$ cat config.mk
export PLATFORM = sky130hd
export DESIGN_NAME = pipe_stage_buf
export DESIGN_NICKNAME = d
export VERILOG_FILES = /design/src/rtl/pipe_stage_buf_pkg.sv /design/src/rtl/pipe_stage_buf.sv
export SDC_FILE = /design/constraint.sdc
export NUM_CORES = 1
export LEC_CHECK = 0
export ABC_AREA = 1
export ABC_CLOCK_PERIOD_IN_PS = 12850
export CAP_MARGIN = 30
export CORE_MARGIN = 10
export CORE_UTILIZATION = 35
export CTS_CLUSTER_DIAMETER = 50
export DETAILED_ROUTE_END_ITERATION = 6
export PLACE_DENSITY_LB_ADDON = 0.3
export SLEW_MARGIN = 15
export SYNTH_ARGS = -nofsm -noshare
export SYNTH_HDL_FRONTEND = slang
export SYNTH_SLANG_ARGS = --single-unit
$ cat constraint.sdc
create_clock -name clk -period 12.85 [get_ports clk]
set_input_delay 1.285 -clock clk [delete_from_list [all_inputs] [get_ports clk]]
set_output_delay 1.285 -clock clk [all_outputs]
set_load 0.1 [all_outputs]
$ cat src/rtl/pipe_stage_buf_pkg.sv
// Shared constants for inter-stage pipeline buffers: stall vector indices, stop encoding,
// bubble payload and pointer sizing helper.
package pipe_stage_buf_pkg;

  localparam int unsigned STALL_W_DEF = 6;
  localparam int unsigned DATA_W_DEF  = 144;

  localparam int unsigned STAGE_PC  = 0;
  localparam int unsigned STAGE_IF  = 1;
  localparam int unsigned STAGE_ID  = 2;
  localparam int unsigned STAGE_EX  = 3;
  localparam int unsigned STAGE_MEM = 4;
  localparam int unsigned STAGE_WB  = 5;

  localparam logic STOP    = 1'b1;
  localparam logic NO_STOP = 1'b0;

  localparam logic [DATA_W_DEF-1:0] NOP_PAYLOAD = '0;

  // Pointer width; a single-entry buffer still gets a 1-bit (constant zero) pointer.
  function automatic int unsigned ptr_w(input int unsigned depth);
    return (depth > 1) ? $clog2(depth) : 1;
  endfunction

endpackage

$ cat src/rtl/pipe_stage_buf.sv
// Inter-stage pipeline register with optional elastic FIFO, stall/flush handling,
// a sticky side-band and a sticky overflow indicator.
module pipe_stage_buf
  import pipe_stage_buf_pkg::*;
#(
  parameter int unsigned       DATA_W   = DATA_W_DEF,
  parameter int unsigned       SIDE_W   = 1,
  parameter int unsigned       DEPTH    = 1,
  parameter int unsigned       STALL_W  = STALL_W_DEF,
  parameter int unsigned       STAGE    = STAGE_ID,
  parameter logic [DATA_W-1:0] NOP_DATA = DATA_W'(NOP_PAYLOAD)
) (
  input  logic                       clk,
  input  logic                       resetn,
  input  logic [STALL_W-1:0]         stall,
  input  logic                       flush,
  input  logic                       up_valid,
  input  logic [DATA_W-1:0]          up_data,
  input  logic [SIDE_W-1:0]          up_side,
  output logic                       up_ready,
  output logic                       dn_valid,
  output logic [DATA_W-1:0]          dn_data,
  output logic [SIDE_W-1:0]          dn_side,
  output logic [$clog2(DEPTH+1)-1:0] count,
  output logic                       ovf_err
);

  localparam int unsigned      PTR_W    = ptr_w(DEPTH);
  localparam int unsigned      CNT_W    = $clog2(DEPTH + 1);
  localparam int unsigned      DN_STAGE = STAGE + 1;
  localparam logic [PTR_W-1:0] PTR_LAST = PTR_W'(DEPTH - 1);
  localparam logic [CNT_W-1:0] CNT_FULL = CNT_W'(DEPTH);

  logic [DATA_W-1:0] mem [DEPTH];
  logic [PTR_W-1:0]  wr_ptr;
  logic [PTR_W-1:0]  rd_ptr;
  logic              push_c;
  logic              pop_c;
  logic              try_push_c;
  logic              stall_unused;

  // Explicit wrap so non-power-of-two depths cycle correctly.
  function automatic logic [PTR_W-1:0] ptr_inc(input logic [PTR_W-1:0] p);
    return (p == PTR_LAST) ? '0 : p + PTR_W'(1);
  endfunction

  assign stall_unused = ^stall;

  assign try_push_c = up_valid & (stall[STAGE] == NO_STOP);
  assign pop_c      = dn_valid & (stall[DN_STAGE] == NO_STOP);
  assign up_ready   = (count < CNT_FULL) | pop_c;
  assign push_c     = try_push_c & up_ready;

  // Head mux reads registered state only, so there is no up_* to dn_* path.
  assign dn_valid = (count != '0);
  assign dn_data  = dn_valid ? mem[rd_ptr] : NOP_DATA;

  always_ff @(posedge clk) begin
    if (resetn) begin
      wr_ptr  <= '0;
      rd_ptr  <= '0;
      count   <= '0;
      dn_side <= '0;
      ovf_err <= 1'b0;
    end else if (flush) begin
      wr_ptr  <= '0;
      rd_ptr  <= '0;
      count   <= '0;
      dn_side <= '0;
    end else begin
      if (push_c) begin
        wr_ptr  <= ptr_inc(wr_ptr);
        dn_side <= up_side;
      end
      if (pop_c) begin
        rd_ptr <= ptr_inc(rd_ptr);
      end
      if (push_c && !pop_c) begin
        count <= count + CNT_W'(1);
      end else if (pop_c && !push_c) begin
        count <= count - CNT_W'(1);
      end
      if (try_push_c && !up_ready) begin
        ovf_err <= 1'b1;
      end
    end
  end

  // Storage needs no reset: occupancy alone decides what is visible.
  always_ff @(posedge clk) begin
    if (!resetn && !flush && push_c) begin
      mem[wr_ptr] <= up_data;
    end
  end

endmodule

After elaboration in Yosys (flattened, before gate mapping):

Memory sizes are Yosys's and may differ from the RTL's.
Index checks and enable logic that the tools add are counted.

* memories: 1
* bits in registers: 3
* bits in writable memories: 144
* logic and storage cells: 32
* latch bits: 0
* input bits: 155
* memory bits (read-only): 0

Memories
* mem: depth 1, bits a word 144, read ports 1, clocked after Yosys merged registers in 0, wr ports 1, RTL line pipe_stage_buf.sv:34 `logic [DATA_W-1:0] mem [DEPTH];`

* magnitude comparators: 1
* divide/modulo/power cells: 0
* bitwise logic cells: 7
* mux-type cells: 5
* reduce and logical (&&, ||, !) cells: 13
* multipliers: 0
* shifts and indexed selects: 0
* equality and inequality tests: 0
* add/subtract/negate cells: 2

Operators with widths (count)
* two-way mux 144 bit: 1
* logical AND 1 bit: 5
* logical NOT 1 bit: 5
* two-way mux 1 bit: 4
* bitwise AND 1 bit: 3
* NOT 1 bit: 3
* AND reduction 2 bit: 1
* nonzero test 2 bit: 1
* OR reduction 2 bit: 1
* adder 1 bit, second input constant: 1
* < comparator 1 bit, second input constant: 1
* OR 1 bit: 1
* subtractor 1 bit, second input constant: 1

Depth between registers and ports, before layout:

Gate-level depths: netlist (run 1).

* depth after elaboration: 8
* depth in mapped cells: 8

Worst setup path before layout (run 1):

OpenSTA, ideal clock, no wires.

* kind: in2reg
* start: input port stall[3]
* end: memory mem[0][0] in the netlist's numbering (enable)
* stages: 3
* path slack: 0.128 ns
* arrival time: 11.896 ns
* cells stage by stage: nand2_1 nand2_1 nor3_1

* longest elaborated chain between the ends: 7

RTL lines
* start, declared: RTL line pipe_stage_buf.sv:15 `input logic [STALL_W-1:0] stall,`
* NOT 1 bit: RTL line pipe_stage_buf.sv:50 `assign pop_c = dn_valid & (stall[DN_STAGE] == NO_STOP);`
* bitwise AND 1 bit: RTL line pipe_stage_buf.sv:50
* OR 1 bit: RTL line pipe_stage_buf.sv:51 `assign up_ready = (count < CNT_FULL) | pop_c;`
* bitwise AND 1 bit: RTL line pipe_stage_buf.sv:52 `assign push_c = try_push_c & up_ready;`
* logical AND 1 bit: RTL line pipe_stage_buf.sv:91 `if (!resetn && !flush && push_c) begin`
* two-way mux 1 bit: RTL line pipe_stage_buf.sv:91
* two-way mux 1 bit (implied by the code): RTL line pipe_stage_buf.sv:92 `mem[wr_ptr] <= up_data;`
* end, declared: RTL line pipe_stage_buf.sv:34

No other way between the ends.

Final worst setup path (run 1):

* start: register count
* end: output port dn_data[62]

* longest elaborated chain between the ends: 1

RTL lines
* start, declared: RTL line pipe_stage_buf.sv:24 `output logic [$clog2(DEPTH+1)-1:0] count,`
* start signal, assigned: RTL line pipe_stage_buf.sv:79 `count <= count + CNT_W'(1);`
* start signal, assigned: RTL line pipe_stage_buf.sv:81 `count <= count - CNT_W'(1);`
* two-way mux 144 bit: RTL line pipe_stage_buf.sv:56 `assign dn_data = dn_valid ? mem[rd_ptr] : NOP_DATA;`
* end, declared: RTL line pipe_stage_buf.sv:22 `output logic [DATA_W-1:0] dn_data,`

No other way between the ends.

==> impl_metrics.json, run 1 <==
{
  "grtUsageMet1_pct": 15.0,
  "grt_pass1_wl_um": 25100,
  "cts_setup_buffers": 0,
  "drt_iter0_drc": 136,
  "finalCritPeriodShare_pct": 34.2,
  "setup_ws_ns": 8.46,
  "drc": 0,
  "rows": 46,
  "layout_common_cells": "299 x clkdlybuf4s50_1, 150 x inv_1, 149 x nand2_1",
  "seqCellArea_um2": 4390,
  "syn_inst": 474,
  "postSynthAreaPerCell_um2": 12.0,
  "yosys_warnings": 0,
  "drt-vias-per-instance": 4.17,
  "cts-resized-gates": 0,
  "slew_headroom_pct": 31.5,
  "synth_area_leaders": "edfxtp_1 76%, inv_1 9.9%, nand2_1 9.8%",
  "final_common_cell": "clkdlybuf4s50_1",
  "powerDensity_nw_per_um2": 128,
  "use_met2_pct": 25.8,
  "multi_input_area_um2": 622,
  "antenna_found_initial": 0,
  "gp_congestion": 0.776,
  "dp_hpwl_um": 12700,
  "path_class": "flop to output port",
  "insertion_delay_ns": 0.41,
  "cts_max_level": 4,
  "rsz0062_at_grt": "no",
  "pre_cts_ws_ns": 8.54,
  "die_h_um": 147,
  "r2r-start": "count",
  "io_pins": 304,
  "cts_tree": "done",
  "worstPathArrival_ns": 3.11,
  "start_kind": "flop",
  "gr-total-overflow": 0,
  "ff2ff_path_depth": 5,
  "nFillCells": 1268,
  "cp.required_ns": 11.56,
  "reg2reg_to": "mem[0][19]",
  "wire_per_inst_um": 16.5,
  "firstDrtPassIters": 5,
  "netlist_area_um2": 5680,
  "ant_nets": 0,
  "core_um2": 15900,
  "maxCapViolations": 0,
  "drv_slew": 0,
  "worstHoldEndpoint": "ovf_err",
  "yosysUniqueCellTypes": 12,
  "use_met3_pct": 8.85,
  "busiest_layer": "met2",
  "max_freq_ghz": 0.228,
  "worstHoldStart": "ovf_err",
  "rrSetupSlack_ns": 10.81,
  "synth.net_count": 630,
  "final_nets": 939,
  "hp-class": "flop to flop",
  "grt_usage_pct": 15.1,
  "root_buffer": "clkbuf_16",
  "tightestPinTransition_ns": 1.02,
  "grt_max_degree": 109,
  "grt_pass1_vias": 4546,
  "p_leak_nw": 4.38,
  "clockBufferDepth": 2,
  "clkSlewWorstSetupHoldPaths_ns": 0.06,
  "port_buffers": 299,
  "die_area_um2": 21700,
  "drt_wl_total_um": 16600,
  "synth_top_area_share_pct": 76.1,
  "cts_hold_buf": 0,
  "antenna_cells": 0,
  "setup_viol": 0,
  "setup_tns_ns": 0,
  "crit_path_end_kind": "output port",
  "cts.sinks": 147,
  "start_util_pct": 35.8,
  "vias": 4212,
  "die_w_um": 147,
  "irDropWorstVdd_mv": 0.0847,
  "clock_skew_ns": 0.00688,
  "whs_path_depth": 2,
  "synth_top_cell_by_area": "edfxtp_1",
  "cts_made_buffers": 17,
  "area_growth_pct": 69.2,
  "crit_fanout": 85,
  "min_period_ns": 4.39,
  "ys_ff_latch": 147,
  "drive_gt1_share_pct": 4.66,
  "status": "finished clean",
  "final-hold-violation-count": 0,
  "ys_seq_area_share_pct": 77.1
}
==> how the worst max path moves through the flow <==
stage | startpoint | endpoint | slack, ns | cells past startpoint
2_1_floorplan | stall[3] | mem[0][0] | 0.13 | 3
3_3_place_gp | stall[3] | up_ready | 8.53 | 3
3_5_place_dp | stall[3] | up_ready | 8.54 | 3
4_1_cts | count | dn_data[79] | 8.14 | 4
5_1_grt | count | dn_data[42] | 8.27 | 5
6_report | count | dn_data[62] | 8.46 | 5
==> critical path: stages, from the launching register on <==
cell,delay (ns)
dfxtp_4,0.61
buf_4,0.36
buf_16,0.30
nand2_1,0.12
inv_1,0.07
clkdlybuf4s50_1,1.14
==> flip-flops by register name, indices dropped and copies added, names as in the netlist <==
| register | count |
|---|---|
| ovf_err | 1 |
| count | 1 |
| dn_side | 1 |
| mem | 144 |
==> per-layer routing <==
| metal | wire [um] | vias to the layer above | share of wire [%] |
|---|---|---|---|
| met1 | 5850 | 1956 | 35 |
| li1 | - | 2044 | - |
| met2 | 8540 | 200 | 51 |
| met4 | 183 | 0 | 1.1 |
| met5 | 0 | - | 0 |
| met3 | 2060 | 12 | 12 |
==> power by group <==
part           total (mW)  internal, mW  switching (mW)
combinational       0.172        0.0629           0.109
sequential          0.540         0.537         0.00359
clock               0.522         0.341           0.181
==> final cells by class <==
| class | count | area share [%] |
|---|---|---|
| well taps | 216 | 2.81 |
| repair buffers | 307 | 32.8 |
| multi-input cells | 160 | 6.47 |
| inverters | 150 | 5.86 |
| clock inverters | 11 | 1.94 |
| clock buffers | 19 | 4.50 |
| flip-flops and latches | 147 | 45.6 |
==> through the flow <==
stage / instance area (um2) / total power, mW / utilization (%) / instances / hold slack (ns)
2_1_floorplan: 5680 / 0.652 / - / 474 / 0.874
3_5_place_dp: 8940 / 0.722 / 56.3 / 978 / 0.457
3_3_place_gp: 8860 / 0.718 / 55.8 / 975 / 0.447
6_report: 9620 / 1.23 / 60.5 / 1010 / 0.465
4_1_cts: 9560 / 1.25 / 60.2 / 1008 / 0.469
5_1_grt: 9620 / 1.28 / 60.5 / 1010 / 0.496
==> kinds of logic (layout without fill, tap and decap cells) <==
| logic type | Yosys count | after routing | share of synthesized area (%) |
|---|---|---|---|
| fa+ha+maj | 1 | 1 | 0.220 |
| simple gates | 155 | 155 | 10.3 |
| buf+inv | 167 | 487 | 12.0 |
| compound gates | 4 | 4 | 0.352 |
| flops | 147 | 147 | 77.1 |
==> synthesized netlist by cell type <==
cell      number
nand3_1        1
ha_1           1
dfxtp_1        3
nor3_1         1
a21oi_1        3
buf_2          3
edfxtp_1     144
inv_1        150
nand2_1      149
nor2_1         4
buf_4         14
o21ai_0        1
Power figures use the tool's default switching activity.
==> run 2, diff against run 1 <==
--- a/config.mk
+++ b/config.mk
@@ -6,7 +6,7 @@
 export NUM_CORES = 1
 export LEC_CHECK = 0
 export ABC_AREA = 1
-export ABC_CLOCK_PERIOD_IN_PS = 12850
+export ABC_CLOCK_PERIOD_IN_PS = 3790
 export CAP_MARGIN = 30
 export CORE_MARGIN = 10
 export CORE_UTILIZATION = 35
==> constraint.sdc (replaced) <==
create_clock -name clk -period 3.79 [get_ports clk]
set_input_delay 0.379 -clock clk [delete_from_list [all_inputs] [get_ports clk]]
set_output_delay 0.379 -clock clk [all_outputs]
set_load 0.1 [all_outputs]
==> run 2 against run 1 <==
  * Critical path depth decreased by 1
  * Highest routed layer unchanged
  * Final cell count decreased by 0.30%
  * Largest cell class unchanged
  * Clock power increased to 3.3 times the previous value
  * Routed wire length decreased by 3.6%
==> impl_metrics.json, run 2 (synthesis results as in run 1) <==
{
  "area_growth_pct": 60.7,
  "placed_area_um2": 8540,
  "die_h_um": 147,
  "insertion_delay_ns": 0.41,
  "final_cells": 1007,
  "timing.hold.ws_ns": 0.454,
  "grt_pass1_wl_um": 24000,
  "io_pins": 304,
  "endpoint": "dn_data[125]",
  "port_buffers": 299,
  "antenna_found_initial": 0,
  "wire_per_inst_um": 15.9,
  "setup_tns_ns": 0,
  "regMostFlops": "mem",
  "crit_fanout": 56,
  "multi_input_area_um2": 652,
  "drt_wl_total_um": 16000,
  "ant_nets": 0,
  "irDropWorstVdd_mv": 0.269,
  "final_nets": 935,
  "firstDrtPassIters": 4,
  "drt-vias-per-instance": 4.16,
  "gp_congestion": 0.769,
  "rrSetupSlack_ns": 1.90,
  "layout_common_cells": "152 x clkdlybuf4s50_1, 150 x inv_1, 150 x buf_4",
  "final_area_um2": 9140,
  "cts_made_buffers": 17,
  "die_w_um": 147,
  "vias": 4186,
  "drt_iter0_drc": 198,
  "grt_pass1_vias": 4395,
  "seqCellArea_um2": 4390,
  "maxCapViolations": 0,
  "antenna_cells": 0,
  "wl_met3_um": 1330,
  "setup_viol": 0,
  "final_common_cell": "clkdlybuf4s50_1",
  "routed.top_layer": "met4",
  "cts_setup_buffers": 0,
  "status": "finished clean",
  "rsz0062_at_grt": "no",
  "rows": 46,
  "gr-total-overflow": 0,
  "met1Wirelength_um": 6100,
  "wl_met2_um": 8240,
  "clkSlewWorstSetupHoldPaths_ns": 0.06,
  "critPathLaunch": "count",
  "place_inst": 976,
  "grt_max_degree": 92,
  "clock_skew_ns": 0.00478,
  "nFillCells": 1341,
  "powerDensity_nw_per_um2": 449,
  "cts_max_level": 4,
  "worstPathArrival_ns": 2.13,
  "clockBufferDepth": 2,
  "p_leak_nw": 4.61,
  "final-hold-violation-count": 0,
  "ff2ff_path_depth": 4,
  "cp.required_ns": 3.41,
  "hp-class": "flop to flop",
  "reg2reg_to": "mem[0][113]",
  "core_um2": 15900,
  "die_area_um2": 21700,
  "cts_tree": "done",
  "drive_gt1_share_pct": 22.6,
  "drv_slew": 0,
  "root_buffer": "clkbuf_16",
  "cts.sinks": 147,
  "total_power_mw": 4.10,
  "drc": 0,
  "max_freq_ghz": 0.399,
  "largest_reg_flops": 144,
  "tightestPinTransition_ns": 1.02,
  "slew_headroom_pct": 31.6,
  "cts_hold_buf": 0,
  "min_period_ns": 2.51,
  "grt_usage_pct": 14.2,
  "dp_hpwl_um": 12200,
  "finalCritPeriodShare_pct": 66.1,
  "crit_path_end_kind": "output port",
  "start_util_pct": 35.8,
  "start_kind": "flop",
  "r2r-start": "count",
  "path_class": "flop to output port",
  "cts-resized-gates": 0
}
## run 2: cell types whose count changed in the layout (fill, tap and decap cells not counted), sizes merged
cell           delta
buf             +143
bufinv            -1
clkdlybuf4s50   -147
clkinv            -1
clkinvlp          +2
inv               +1
## run 2: routing by layer
layer | GRT usage [%] | up-vias
met3 | 5.83 | 23
li1 | - | 2031
met1 | 14.9 | 1943
met5 | 0 | -
met4 | 5.95 | 0
met2 | 24.9 | 189
## run 2: report_power, final
| part | switching, mW | internal, mW |
|---|---|---|
| logic | 0.367 | 0.196 |
| clock network | 0.618 | 1.09 |
| registers | 0.0124 | 1.82 |
| total | 0.997 | 3.10 |
## run 2: worst min-delay path by stage
stage                        from  endpoint  slack (ns)  depth (start not counted)
after floorplan            resetn   ovf_err        0.45                          1
after global placement    ovf_err   ovf_err        0.45                          2
after detailed placement  ovf_err   ovf_err        0.45                          2
after CTS                 ovf_err   ovf_err        0.46                          2
after global routing      ovf_err   ovf_err        0.48                          2
final                     ovf_err   ovf_err        0.45                          2
## run 2: worst max-delay path, stage by stage (launching register included)
cell and delay [ns]:
dfxtp_4 0.62, buf_4 0.54, nand2_1 0.14, inv_1 0.10
buf_4 0.29
## run 2: stage by stage
stage                     setup slack (ns)  utilization, %
final                                 1.28            57.5
after global routing                  1.09            57.5
after CTS                             1.23            57.5
after detailed placement              1.24            53.8
after global placement                1.30            53.8
after floorplan                     -0.868               -
## run 2: cell type report
class	count	share of cell area, %
Sequential cell	147	48.0
Timing Repair Buffer	303	29.2
Multi-Input combinational cell	160	7.14
Inverter	150	6.16
Clock buffer	19	4.74
Tap cell	216	2.96
Clock inverter	12	1.78
==> run 3, diff against run 2 <==
--- a/config.mk
+++ b/config.mk
@@ -6,10 +6,10 @@
 export NUM_CORES = 1
 export LEC_CHECK = 0
 export ABC_AREA = 1
-export ABC_CLOCK_PERIOD_IN_PS = 3790
+export ABC_CLOCK_PERIOD_IN_PS = 2590
 export CAP_MARGIN = 30
 export CORE_MARGIN = 10
-export CORE_UTILIZATION = 35
+export CORE_UTILIZATION = 39
 export CTS_CLUSTER_DIAMETER = 50
 export DETAILED_ROUTE_END_ITERATION = 6
 export PLACE_DENSITY_LB_ADDON = 0.3
==> constraint.sdc (replaced) <==
create_clock -name clk -period 2.59 [get_ports clk]
set_input_delay 0.259 -clock clk [delete_from_list [all_inputs] [get_ports clk]]
set_output_delay 0.259 -clock clk [all_outputs]
set_load 0.1 [all_outputs]
==> run 3 against run 2 <==
  * Sequential power increased by 46%
  * Sequential share of layout area decreased by 8.2 points
  * Via count increased by 1.6%
  * Clock-buffer cell count unchanged
  * Worst hold slack got worse by 0.059 ns
  * Routed wire length increased by 13%
  * Critical endpoint is now dn_data[85]
==> impl_metrics.json, run 3 (synthesis results as in run 1) <==
{
  "gr-total-overflow": 0,
  "wire_per_inst_um": 18.6,
  "drt_wl_total_um": 18200,
  "p_int_mw": 4.88,
  "use_met2_pct": 32.2,
  "setup_viol": 0,
  "die_area_um2": 19800,
  "core_um2": 14400,
  "switching_share_pct": 23.4,
  "firstDrtPassIters": 4,
  "final_nets": 937,
  "ff2ff_path_depth": 6,
  "rows": 44,
  "cp.required_ns": 2.33,
  "largest_reg_flops": 144,
  "utilization_pct": 76.4,
  "area_growth_pct": 93.9,
  "dp_hpwl_um": 14200,
  "max_freq_ghz": 0.479,
  "powerDensity_nw_per_um2": 577,
  "grtUsageMet1_pct": 16.2,
  "antenna_cells": 0,
  "antenna_found_initial": 0,
  "slew_headroom_pct": 57.7,
  "tightestPinTransition_ns": 0.634,
  "final-hold-violation-count": 0,
  "rrSetupSlack_ns": 0.93,
  "start_util_pct": 39.4,
  "pwr-share-seq_pct": 42.0,
  "pwr-share-comb_pct": 15.9,
  "clock_skew_ns": 0.00435,
  "irDropWorstVdd_mv": 0.408,
  "vias": 4254,
  "cts-resized-gates": 0,
  "io_pins": 304,
  "switchingPower_mw": 1.49,
  "clkSlewWorstSetupHoldPaths_ns": 0.06,
  "grt_usage_pct": 18.3,
  "min_period_ns": 2.09,
  "rsz0062_at_grt": "no",
  "endpoint": "dn_data[85]",
  "gp_congestion": 0.794,
  "worstPathArrival_ns": 1.83,
  "drt_iter0_drc": 191,
  "use_met3_pct": 11.0,
  "cts.sinks": 147,
  "path_class": "flop to output port",
  "setup_tns_ns": 0,
  "drt-vias-per-instance": 4.35,
  "grt_pass1_vias": 4710,
  "status": "finished clean",
  "clkPwrFrac_pct": 42.1,
  "cts_setup_buffers": 0,
  "die_h_um": 141,
  "drive_gt1_share_pct": 23.3,
  "cts_max_level": 4,
  "clockBufferDepth": 2,
  "crit_fanout": 149,
  "ant_nets": 0,
  "r2r-start": "count",
  "hp-class": "primary input to flop",
  "die_w_um": 141,
  "busiest_layer": "met2",
  "cts_tree": "done",
  "p_leak_nw": 5.07,
  "insertion_delay_ns": 0.42,
  "drv_slew": 0,
  "port_buffers": 299,
  "root_buffer": "clkbuf_16",
  "reg2reg_to": "count",
  "layout_common_cells": "150 x inv_1, 150 x clkdlybuf4s50_1, 150 x buf_12",
  "regMostFlops": "mem",
  "cts_hold_buf": 0,
  "drc": 0,
  "cts_made_buffers": 17,
  "crit_path_end_kind": "output port",
  "grt_max_degree": 150,
  "grt_pass1_wl_um": 27200,
  "finalCritPeriodShare_pct": 80.5,
  "maxCapViolations": 0,
  "critPathLaunch": "count",
  "start_kind": "flop"
}
## run 3: worst min-delay path by stage
| stage | start | end | slack [ns] | cells after the start |
|---|---|---|---|---|
| 2_1_floorplan | resetn | ovf_err | 0.33 | 1 |
| 3_5_place_dp | ovf_err | ovf_err | 0.45 | 2 |
| 3_3_place_gp | ovf_err | ovf_err | 0.44 | 2 |
| 6_report | up_data[99] | mem[0][99] | 0.39 | 1 |
| 5_1_grt | up_data[105] | mem[0][105] | 0.37 | 1 |
| 4_1_cts | up_data[3] | mem[0][3] | 0.37 | 1 |
## run 3: layout make-up
| class | count | area, um2 |
|---|---|---|
| clock buffer | 19 | 433 |
| clock inverter | 13 | 213 |
| fill | 819 | 3400 |
| inverter | 150 | 563 |
| multi-input combinational | 160 | 652 |
| sequential | 147 | 4390 |
| tap | 184 | 230 |
| timing repair buffer | 305 | 4540 |
## run 3: power by group through the flow
stage,combinational (mW),sequential [mW],clock [mW]
CTS,1.02,2.67,2.73
finish,1.01,2.67,2.68
global placement,0.997,2.72,0
detailed placement,1.01,2.72,0
global route,1.05,2.68,2.82
floorplan,0.488,2.74,0
## run 3: routing by layer
layer | share of wire [%] | wire, um
met2 | 53 | 9670
met3 | 13 | 2280
met4 | 2.9 | 533
met5 | 0 | 0
met1 | 31 | 5670
## run 3: critical path, cell delays in order (launching register included)
cell and delay, ns:
dfxtp_4 0.39, buf_12 0.46, nand2_1 0.15, inv_1 0.13
buf_12 0.18
## run 3: through the flow
step	instance area [um2]	hold WS [ns]	worst slack, ns	total power [mW]	cells
CTS	11000	0.367	0.492	6.42	978
finish	11000	0.395	0.504	6.36	978
global placement	10400	0.442	0.223	3.72	946
floorplan	5720	0.328	-2.07	3.22	474
global route	11000	0.371	0.389	6.54	978
detailed placement	10400	0.446	0.209	3.74	946
